[config.mk]
export PLATFORM = sky130hd
export DESIGN_NAME = fetch_unit_flat
export DESIGN_NICKNAME = d
export VERILOG_FILES = /design/src/rtl/fetch_unit_if.sv /design/src/rtl/fetch_unit.sv /design/src/flat_wrapper.sv
export SDC_FILE = /design/constraint.sdc
export NUM_CORES = 1
export LEC_CHECK = 0
export BUFFER_PORTS_ARGS = -buffer_cell sky130_fd_sc_hd__buf_2
export CAP_MARGIN = 20
export CORE_ASPECT_RATIO = 1.4
export CORE_MARGIN = 5
export CORE_UTILIZATION = 40
export CTS_CLUSTER_DIAMETER = 100
export DETAILED_ROUTE_END_ITERATION = 10
export GPL_TIMING_DRIVEN = 1
export PLACE_DENSITY = 0.71
export SLEW_MARGIN = 25
export SYNTH_ARGS = -nofsm -noshare
export SYNTH_HDL_FRONTEND = slang
export SYNTH_SLANG_ARGS = --single-unit
[constraint.sdc]
create_clock -name i_Clk -period 4.5 [get_ports i_Clk]
set_input_delay 0.225 -clock i_Clk [delete_from_list [all_inputs] [get_ports i_Clk]]
set_output_delay 0.225 -clock i_Clk [all_outputs]
set_load 0.03 [all_outputs]
[src/rtl/fetch_unit_if.sv]
// Fetch-unit bus bundle: execute-stage controls, instruction ROM port and decode handshake.
// The master modport is the fetch unit's view; slave is the surrounding pipeline/ROM.
interface fetch_unit_if #(
  parameter int ADDR_W = 32,
  parameter int DATA_W = 32
) ();
  logic              i_hold_flag;
  logic              i_jump_flag;
  logic [ADDR_W-1:0] i_jump_addr;
  logic              o_rom_req;
  logic [ADDR_W-1:0] o_rom_addr;
  logic [DATA_W-1:0] i_rom_data;
  logic [DATA_W-1:0] o_inst;
  logic [ADDR_W-1:0] o_inst_addr;
  logic              o_inst_valid;
  logic              i_inst_ready;
  logic [ADDR_W-1:0] o_pc_addr;
  logic              o_misalign;

  modport master (
    input  i_hold_flag, i_jump_flag, i_jump_addr, i_rom_data, i_inst_ready,
    output o_rom_req, o_rom_addr, o_inst, o_inst_addr, o_inst_valid, o_pc_addr, o_misalign
  );

  modport slave (
    output i_hold_flag, i_jump_flag, i_jump_addr, i_rom_data, i_inst_ready,
    input  o_rom_req, o_rom_addr, o_inst, o_inst_addr, o_inst_valid, o_pc_addr, o_misalign
  );
endinterface

[src/rtl/fetch_unit.sv]
// Sequential instruction fetch into a synchronous ROM with an instruction FIFO toward decode.
// Optional misaligned-jump halt is enabled by defining PC_MISALIGN_CHECK_EN.
module fetch_unit #(
  parameter int              ADDR_W     = 32,
  parameter int              DATA_W     = 32,
  parameter logic [ADDR_W-1:0] RESET_VEC = '0,
  parameter int              FIFO_DEPTH = 4
) (
  input  logic          i_Clk,
  input  logic          i_reset_n,
  fetch_unit_if.master  bus
);
  localparam int STEP  = DATA_W / 8;
  localparam int PTR_W = $clog2(FIFO_DEPTH);
  localparam int CNT_W = PTR_W + 1;

  logic [ADDR_W-1:0] fpc_q, fpc_d;
  logic [ADDR_W-1:0] req_addr_q;
  logic [ADDR_W-1:0] jump_target;
  logic              infl_q, infl_d;
  logic [CNT_W-1:0]  cnt_q, cnt_d;
  logic [PTR_W-1:0]  wr_ptr_q, wr_ptr_d;
  logic [PTR_W-1:0]  rd_ptr_q, rd_ptr_d;
  logic [ADDR_W-1:0] addr_mem_q [FIFO_DEPTH];
  logic [DATA_W-1:0] inst_mem_q [FIFO_DEPTH];

  logic jump, halted, credit_ok, issue, head_valid, push, pop;

  assign jump       = bus.i_jump_flag;
  // A request is only issued if the FIFO can absorb it alongside the one already in flight.
  assign credit_ok  = ({1'b0, cnt_q} + {{CNT_W{1'b0}}, infl_q}) < (CNT_W+1)'(FIFO_DEPTH);
  assign issue      = i_reset_n && !jump && !bus.i_hold_flag && !halted && credit_ok;
  assign head_valid = (cnt_q != '0);
  assign push       = infl_q && !jump;
  assign pop        = head_valid && !jump && bus.i_inst_ready;

`ifdef PC_MISALIGN_CHECK_EN
  logic halted_q;

  assign jump_target = bus.i_jump_addr;

  always_ff @(posedge i_Clk or negedge i_reset_n) begin
    if (!i_reset_n) begin
      halted_q <= 1'b0;
    end else if (jump) begin
      halted_q <= |(bus.i_jump_addr & ADDR_W'(STEP - 1));
    end
  end

  assign halted         = halted_q;
  assign bus.o_misalign = halted_q;
`else
  assign jump_target    = bus.i_jump_addr & ~ADDR_W'(STEP - 1);
  assign halted         = 1'b0;
  assign bus.o_misalign = 1'b0;
`endif

  always_comb begin
    fpc_d    = fpc_q;
    infl_d   = 1'b0;
    cnt_d    = cnt_q;
    wr_ptr_d = wr_ptr_q;
    rd_ptr_d = rd_ptr_q;
    if (jump) begin
      // Flush: the response to anything issued before the jump is never pushed.
      fpc_d    = jump_target;
      cnt_d    = '0;
      wr_ptr_d = '0;
      rd_ptr_d = '0;
    end else begin
      if (issue) begin
        fpc_d  = fpc_q + ADDR_W'(STEP);
        infl_d = 1'b1;
      end
      cnt_d = cnt_q + CNT_W'(push) - CNT_W'(pop);
      if (push) wr_ptr_d = wr_ptr_q + PTR_W'(1);
      if (pop)  rd_ptr_d = rd_ptr_q + PTR_W'(1);
    end
  end

  always_ff @(posedge i_Clk or negedge i_reset_n) begin
    if (!i_reset_n) begin
      fpc_q    <= RESET_VEC;
      infl_q   <= 1'b0;
      cnt_q    <= '0;
      wr_ptr_q <= '0;
      rd_ptr_q <= '0;
    end else begin
      fpc_q    <= fpc_d;
      infl_q   <= infl_d;
      cnt_q    <= cnt_d;
      wr_ptr_q <= wr_ptr_d;
      rd_ptr_q <= rd_ptr_d;
    end
  end

  // Datapath storage carries no reset; occupancy alone qualifies it.
  always_ff @(posedge i_Clk) begin
    if (issue) req_addr_q <= fpc_q;
    if (push) begin
      addr_mem_q[wr_ptr_q] <= req_addr_q;
      inst_mem_q[wr_ptr_q] <= bus.i_rom_data;
    end
  end

  assign bus.o_rom_req    = issue;
  assign bus.o_rom_addr   = fpc_q;
  assign bus.o_pc_addr    = fpc_q;
  assign bus.o_inst_valid = head_valid && !jump;
  assign bus.o_inst       = head_valid ? inst_mem_q[rd_ptr_q] : '0;
  assign bus.o_inst_addr  = head_valid ? addr_mem_q[rd_ptr_q] : '0;
endmodule

[src/flat_wrapper.sv]
// flat-port wrapper written by rule: the top's interface ports become plain ports
module fetch_unit_flat 
#(
  parameter int              ADDR_W     = 32,
  parameter int              DATA_W     = 32,
  parameter logic [ADDR_W-1:0] RESET_VEC = '0,
  parameter int              FIFO_DEPTH = 4
)
  (i_Clk, i_reset_n, bus_i_hold_flag, bus_i_jump_flag, bus_i_jump_addr, bus_i_rom_data, bus_i_inst_ready, bus_o_rom_req, bus_o_rom_addr, bus_o_inst, bus_o_inst_addr, bus_o_inst_valid, bus_o_pc_addr, bus_o_misalign);
  fetch_unit_if #(.ADDR_W(ADDR_W), .DATA_W(DATA_W)) bus_i ();
  input  logic i_Clk;
  input  logic i_reset_n;
  input wire logic [$bits(bus_i.i_hold_flag)-1:0] bus_i_hold_flag;
  input wire logic [$bits(bus_i.i_jump_flag)-1:0] bus_i_jump_flag;
  input wire logic [$bits(bus_i.i_jump_addr)-1:0] bus_i_jump_addr;
  input wire logic [$bits(bus_i.i_rom_data)-1:0] bus_i_rom_data;
  input wire logic [$bits(bus_i.i_inst_ready)-1:0] bus_i_inst_ready;
  output wire logic [$bits(bus_i.o_rom_req)-1:0] bus_o_rom_req;
  output wire logic [$bits(bus_i.o_rom_addr)-1:0] bus_o_rom_addr;
  output wire logic [$bits(bus_i.o_inst)-1:0] bus_o_inst;
  output wire logic [$bits(bus_i.o_inst_addr)-1:0] bus_o_inst_addr;
  output wire logic [$bits(bus_i.o_inst_valid)-1:0] bus_o_inst_valid;
  output wire logic [$bits(bus_i.o_pc_addr)-1:0] bus_o_pc_addr;
  output wire logic [$bits(bus_i.o_misalign)-1:0] bus_o_misalign;
  assign bus_i.i_hold_flag = bus_i_hold_flag;
  assign bus_i.i_jump_flag = bus_i_jump_flag;
  assign bus_i.i_jump_addr = bus_i_jump_addr;
  assign bus_i.i_rom_data = bus_i_rom_data;
  assign bus_i.i_inst_ready = bus_i_inst_ready;
  assign bus_o_rom_req = bus_i.o_rom_req;
  assign bus_o_rom_addr = bus_i.o_rom_addr;
  assign bus_o_inst = bus_i.o_inst;
  assign bus_o_inst_addr = bus_i.o_inst_addr;
  assign bus_o_inst_valid = bus_i.o_inst_valid;
  assign bus_o_pc_addr = bus_i.o_pc_addr;
  assign bus_o_misalign = bus_i.o_misalign;
  fetch_unit #(.ADDR_W(ADDR_W), .DATA_W(DATA_W), .RESET_VEC(RESET_VEC), .FIFO_DEPTH(FIFO_DEPTH)) u_core (.i_Clk(i_Clk), .i_reset_n(i_reset_n), .bus(bus_i));
endmodule
---- Word-level counts from Yosys, hierarchy flattened ----
Memory sizes are Yosys's and may differ from the RTL's.
Cells that the tools add are included.
storage, ports and cells
  register bits ........................... 72
  memory bits (writable) .................. 256
  input port bits ......................... 69
  output and inout port bits .............. 131
  logic and storage cells ................. 40
  memories kept ........................... 2
cells by class
  $add $sub $neg .......................... 6
  $lt $le $gt $ge ......................... 1
  mux-type cells .......................... 13
  reduce and logical (&&, ||, !) cells .... 12
memories
  name               depth  bits a word  read ports  clocked after memory_dff  wr ports  line              source
  u_core.addr_mem_q  4      32           1           0                         1         fetch_unit.sv:24  logic [ADDR_W-1:0] addr_mem_q [FIFO_DEPTH];
  u_core.inst_mem_q  4      32           1           0                         1         fetch_unit.sv:25  logic [DATA_W-1:0] inst_mem_q [FIFO_DEPTH];
operators by type and width
  cell                                                number
  2-to-1 mux 32 bit                                   4
  adder 32 x 3 -> 32 bit, second input constant       1
  2-to-1 mux 2 bit                                    4
  logical AND 1 bit                                   6
  nonzero test 2 bit                                  3
  adder 2 x 1 -> 2 bit, second input constant         2
  adder 3 x 1 -> 4 bit                                1
  < comparator 4 x 3 -> 1 bit, second input constant  1
  2-to-1 mux 1 bit                                    4
  adder 3 x 1 -> 3 bit                                1
  2-to-1 mux 3 bit                                    1
  nonzero test 3 bit                                  1
  subtractor 3 x 1 -> 3 bit                           1
  logical NOT 1 bit                                   2

---- Longest topological paths before layout ----
  depth after elaboration ................. 6
  depth in mapped cells ................... 11
  depth with buffers taken out ............ 10

---- Worst setup path before layout ----
Ideal clock, no wire load.
  path kind ............................... reg-to-reg
  from .................................... reg u_core.cnt_q[1]
  to ...................................... reg u_core.req_addr_q[10] (enable)
  setup time .............................. 0.435 ns
  arrival time ............................ 2.819 ns
  data required time ...................... 4.065 ns
  setup slack ............................. 1.247 ns
  stages on the path, launching flop included .. 6
  path buffers ............................ 1
  clock period less this slack ............ 3.253 ns
  path through ............................ dfrtp_1 > ha_1 > nand3b_1 > a2bb2oi_2 > buf_2 > nor2_1
between the ends
  cells in the longest elaborated chain, start to end .. 3
RTL lines
  element                      line                source
  start, declared              fetch_unit.sv:21    logic [CNT_W-1:0] cnt_q, cnt_d;
  start signal, assigned       fetch_unit.sv:91    cnt_q <= cnt_d;
  adder 3 x 1 -> 4 bit         fetch_unit.sv:31    assign credit_ok = ({1'b0, cnt_q} + {{CNT_W{1'b0}}, infl_q}) < (CNT_W+1)'(FIFO_DEPTH);
  < comparator 4 x 3 -> 1 bit  fetch_unit.sv:31
  logical AND 1 bit            fetch_unit.sv:32    assign issue = i_reset_n && !jump && !bus.i_hold_flag && !halted && credit_ok;
  via bus_o_rom_req            flat_wrapper.sv:18  output wire logic [$bits(bus_i.o_rom_req)-1:0] bus_o_rom_req;
  end signal, assigned         fetch_unit.sv:99    if (issue) req_addr_q <= fpc_q;
  end, declared                fetch_unit.sv:18    logic [ADDR_W-1:0] req_addr_q;
The timed path passes the listed nets, and every way through them passes these cells.
A chain may end at the register's enable or synchronous reset.

---- Worst setup path in the final report ----
  from .................................... reg u_core.cnt_q[1]
  to ...................................... out bus_o_rom_req
between the ends
  cells in the longest elaborated chain, start to end .. 3
RTL lines
  element                      line
  adder 3 x 1 -> 4 bit         fetch_unit.sv:31
  < comparator 4 x 3 -> 1 bit  fetch_unit.sv:31
  logical AND 1 bit            fetch_unit.sv:32
  end, declared                flat_wrapper.sv:18
No other way between the ends.

==> results_dict.tcl <==
set metrics [dict create \
    grt_setup_unrepaired "no" \
    fp_rows 77 \
    avg_vias_per_cell 4.99 \
    track_usage_pct 15.0 \
    hold_path_startpoint "bus_i_inst_ready" \
    synthFlopType "sky130_fd_sc_hd__edfxtp_1" \
    final.period_utilization_pct 72.5 \
    post_cts_buffers 0 \
    floorplan.die.width_um 162 \
    clockPowerShare_pct 33.9 \
    tightestPinTransition_ns 1.01 \
    slew-limit-headroom_pct 32.5 \
    final_antenna_net_count 0 \
    path_clk_slew_ns 0.06 \
    cts_tree "yes" \
    max_cap_viol_count 0 \
    synth.yosys.seq_area_share_pct 72.2 \
    initial_utilization_pct 40.6 \
    postSynthAreaPerCell_um2 18.1 \
    synth_edf_count 278 \
    cp-startpoint "u_core.cnt_q[1]$_DFF_PN0_" \
    cts_made_buffers 31 \
    dominant_combinational_cell_family_by_area_after_synthesis "multiplexers" \
    outcome "complete, no violations" \
    post_synthesis_cell_type_count 36 \
    power_switching_share_pct 30.2 \
    final_net_count 1015 \
    leakage_power_summed_over_all_cells_nw 5.55 \
    max_clk_rate_mhz 307 \
    gpl_congestion 0.755 \
    critPathMaxFanout 21 \
    synth_cells 710 \
    fp.dieArea_um2 35900 \
    insertedDiodeCount 0 \
    synth_largest_type_area_fraction_pct 64.9 \
    first_global_vias 7397 \
    yosysWarningCount 0 \
    synthTopCellsByArea "sky130_fd_sc_hd__edfxtp_1 65%, sky130_fd_sc_hd__mux4_2 11%, sky130_fd_sc_hd__dfrtp_1 7.4%" \
    route.detailed.wl_per_inst_um 19.7 \
    yosys-top-cells-count "278 x sky130_fd_sc_hd__edfxtp_1, 68 x sky130_fd_sc_hd__and2_1, 62 x sky130_fd_sc_hd__mux4_2" \
    clkLatencyLatePin_ns 0.57 \
    critPathTopFamily "buffers and inverters" \
    timing.final.hold_violations 0 \
    synth_area_leader_cell "sky130_fd_sc_hd__edfxtp_1" \
    timing_max_transition_violations_final 0 \
    yosys-mux-area-fraction_pct 11.4 \
    drt_pre_antenna_iters 4 \
    worstPathBufferInverterCount 3 \
    min-delay-path-class "in -> reg" \
    internal_power_mw 5.57 \
    highest-signal-layer "met4" \
    overall_overflow_remaining_after_global_route 0 \
    drt-initial-drc-count 338 \
    worst_clock_skew_ns 0.0261 \
    combPwrFrac_pct 22.9 \
    timing.setup.tns_ns 0 \
    synth-adder-area-share_pct 0.933 \
    cts_hold_buffers_added 64 \
    routed_length_on_met1_mm 10.9 \
    worstPathArrival_ns 3.04 \
    crit_type "reg -> out" \
    fp.dieH_um 222 \
    critPathSlowestCell "sky130_fd_sc_hd__nor2_4" \
    largest_net_degree_at_the_start_of_global_routing 66 \
    timing.rr.start "u_core.cnt_q[1]$_DFF_PN0_" \
    timing.critical_path.from_type "register" \
    top_level_port_count 200 \
    postSynth.asyncResetShare_pct 12.0 \
    max-clock-path-buffers 3 \
    dpl.hpwl_mm 16.0 \
    crit_path_cell_trace "ha_1, o211ai_1, a2bb2oi_4, buf_4, nor2_4, buf_4, buf_2" \
    wire_length_of_the_first_global_routing_pass_mm 42.4 \
    synth_simple_gate_area_share_pct 8.41 \
    syn_area_um2 12900 \
    cts.htree.levels 1 \
    share_of_final_layout_standard_cells_stronger_than_drive_strength_1_pct 35.2 \
    ir_drop_worst_vdd_v 0.000294 \
    synth.most_common_cell "sky130_fd_sc_hd__edfxtp_1" \
    area_growth_pct 22.3 \
    worstSetupEndpointType "output pin" \
    yosys.area_share.xor_xnor_pct 2.25 \
    root_buffer_selected_by_cts "sky130_fd_sc_hd__clkbuf_16" \
    clock_sink_count 316 \
    met2_wirelength_mm 14.1 \
    cts.repair.resized 0 \
    power_per_cell_area_nw_per_um2 507 \
    timing.critical_path.required_ns 4.28 \
    ys_seq_elements 316 \
    period_minus_slack_ns 3.26 \
    portBuffers 190 \
    setup-violations-final 0 \
    totalWireLength_mm 26.8 \
    dr_wl_met3_mm 1.11 \
    layout.core_utilization_pct 49.7 \
    cpPeakStageDelay_ns 0.50 \
    worst_path_most_repeated_cell "sky130_fd_sc_hd__buf_4" \
    drc 0 \
    antenna_found_initial 1 \
    fp.coreArea_um2 31700 \
    routed-via-count 6769 \
    reported_net_switching_power_mw 2.41 \
    power.share.sequential_pct 43.2 \
    synth_compound_gate_area_share_pct 1.19 \
]
## worst register-to-register path, delay by kind of cell (launching register included)
family	cells	cell delay (ns)
fa+ha+maj	3	0.80
simple gates	4	0.79
buf+inv	3	0.46
flops	1	0.43
xor+xnor	1	0.14
## placed cells by master, fill, tap and decap left out, drive strengths merged, types with 8 or more instances in the layout
cell         instances
nand3               12
nor3                12
nor4                13
inv                 10
dfrtp               38
o21ai               26
dlygate4sd3         64
nor2                11
clkbuf              35
edfxtp             278
ha                   8
buf                197
mux4                62
and2                68
nand2               37
xnor2               26
nand4                8
## cells by family after synthesis
| family | after synthesis |
|---|---|
| AOI/OAI and AO/OA | 28 |
| xor gates and xnor gates | 33 |
| muxes | 68 |
| other | 1 |
| buffers and inverters | 80 |
| and+or+nand+nor | 175 |
| adders and majority gates | 9 |
| DFF | 316 |
## metrics by stage
| step | total power, mW | cells | hold WS, ns | cell area (um^2) | worst slack, ns |
|---|---|---|---|---|---|
| after detailed placement | 5.35 | 1234 | 0.0751 | 14000 | 1.71 |
| final | 7.98 | 1356 | 0.0473 | 15700 | 1.24 |
| after global routing | 8.35 | 1356 | 0.0661 | 15700 | 0.998 |
| after floorplan | 4.79 | 716 | -0.0706 | 12900 | 1.25 |
| after CTS | 8.10 | 1355 | 0.0205 | 15700 | 1.15 |
| after global placement | 5.34 | 1234 | 0.0701 | 14000 | 1.72 |
## metal layers
layer | GRT usage [%] | vias up
met5 | 0 | -
li1 | - | 3140
met3 | 2.24 | 43
met2 | 26.6 | 171
met1 | 18.9 | 3415
met4 | 4.94 | 0
## sequential cells by signal, summed over array words and instances (netlist names)
name / count
u_core.wr_ptr_q: 2
u_core.infl_q: 1
u_core.inst_mem_q: 128
u_core.cnt_q: 3
u_core.addr_mem_q: 120
u_core.rd_ptr_q: 2
u_core.req_addr_q: 30
u_core.bus.o_pc_addr: 30
## path summary, 6_finish.rpt
kind,cells past startpoint,slack (ns),endpoint
worst min-delay path,4,0.05,u_core.rd_ptr_q[0]$_DFFE_PN0P_
worst max register to register,11,1.76,u_core.cnt_q[2]$_DFF_PN0_
worst min register to register,0,0.50,u_core.addr_mem_q[2][11]$_DFFE_PP_
worst max-delay path,7,1.24,bus_o_rom_req
max in group asynchronous,3,3.72,u_core.bus.o_pc_addr[6]$_DFFE_PN0P_
min in group asynchronous,2,0.09,u_core.cnt_q[1]$_DFF_PN0_
## area by class of cell
| type | count | area, um^2 |
|---|---|---|
| Tap cell | 395 | 494 |
| Sequential cell | 316 | 9310 |
| Clock inverter | 22 | 285 |
| Clock buffer | 35 | 791 |
| Timing Repair Buffer | 261 | 1680 |
| Fill cell | 2631 | 16000 |
| Multi-Input combinational cell | 320 | 3160 |
| Inverter | 7 | 26.3 |
## power by group through the flow
stage,logic [mW],clock network [mW],registers (mW)
floorplan,1.35,0,3.44
global placement,1.82,0,3.52
detailed placement,1.83,0,3.52
CTS,1.87,2.77,3.46
global route,1.96,2.90,3.48
finish,1.83,2.70,3.45
(Power assumes the default switching activity.)
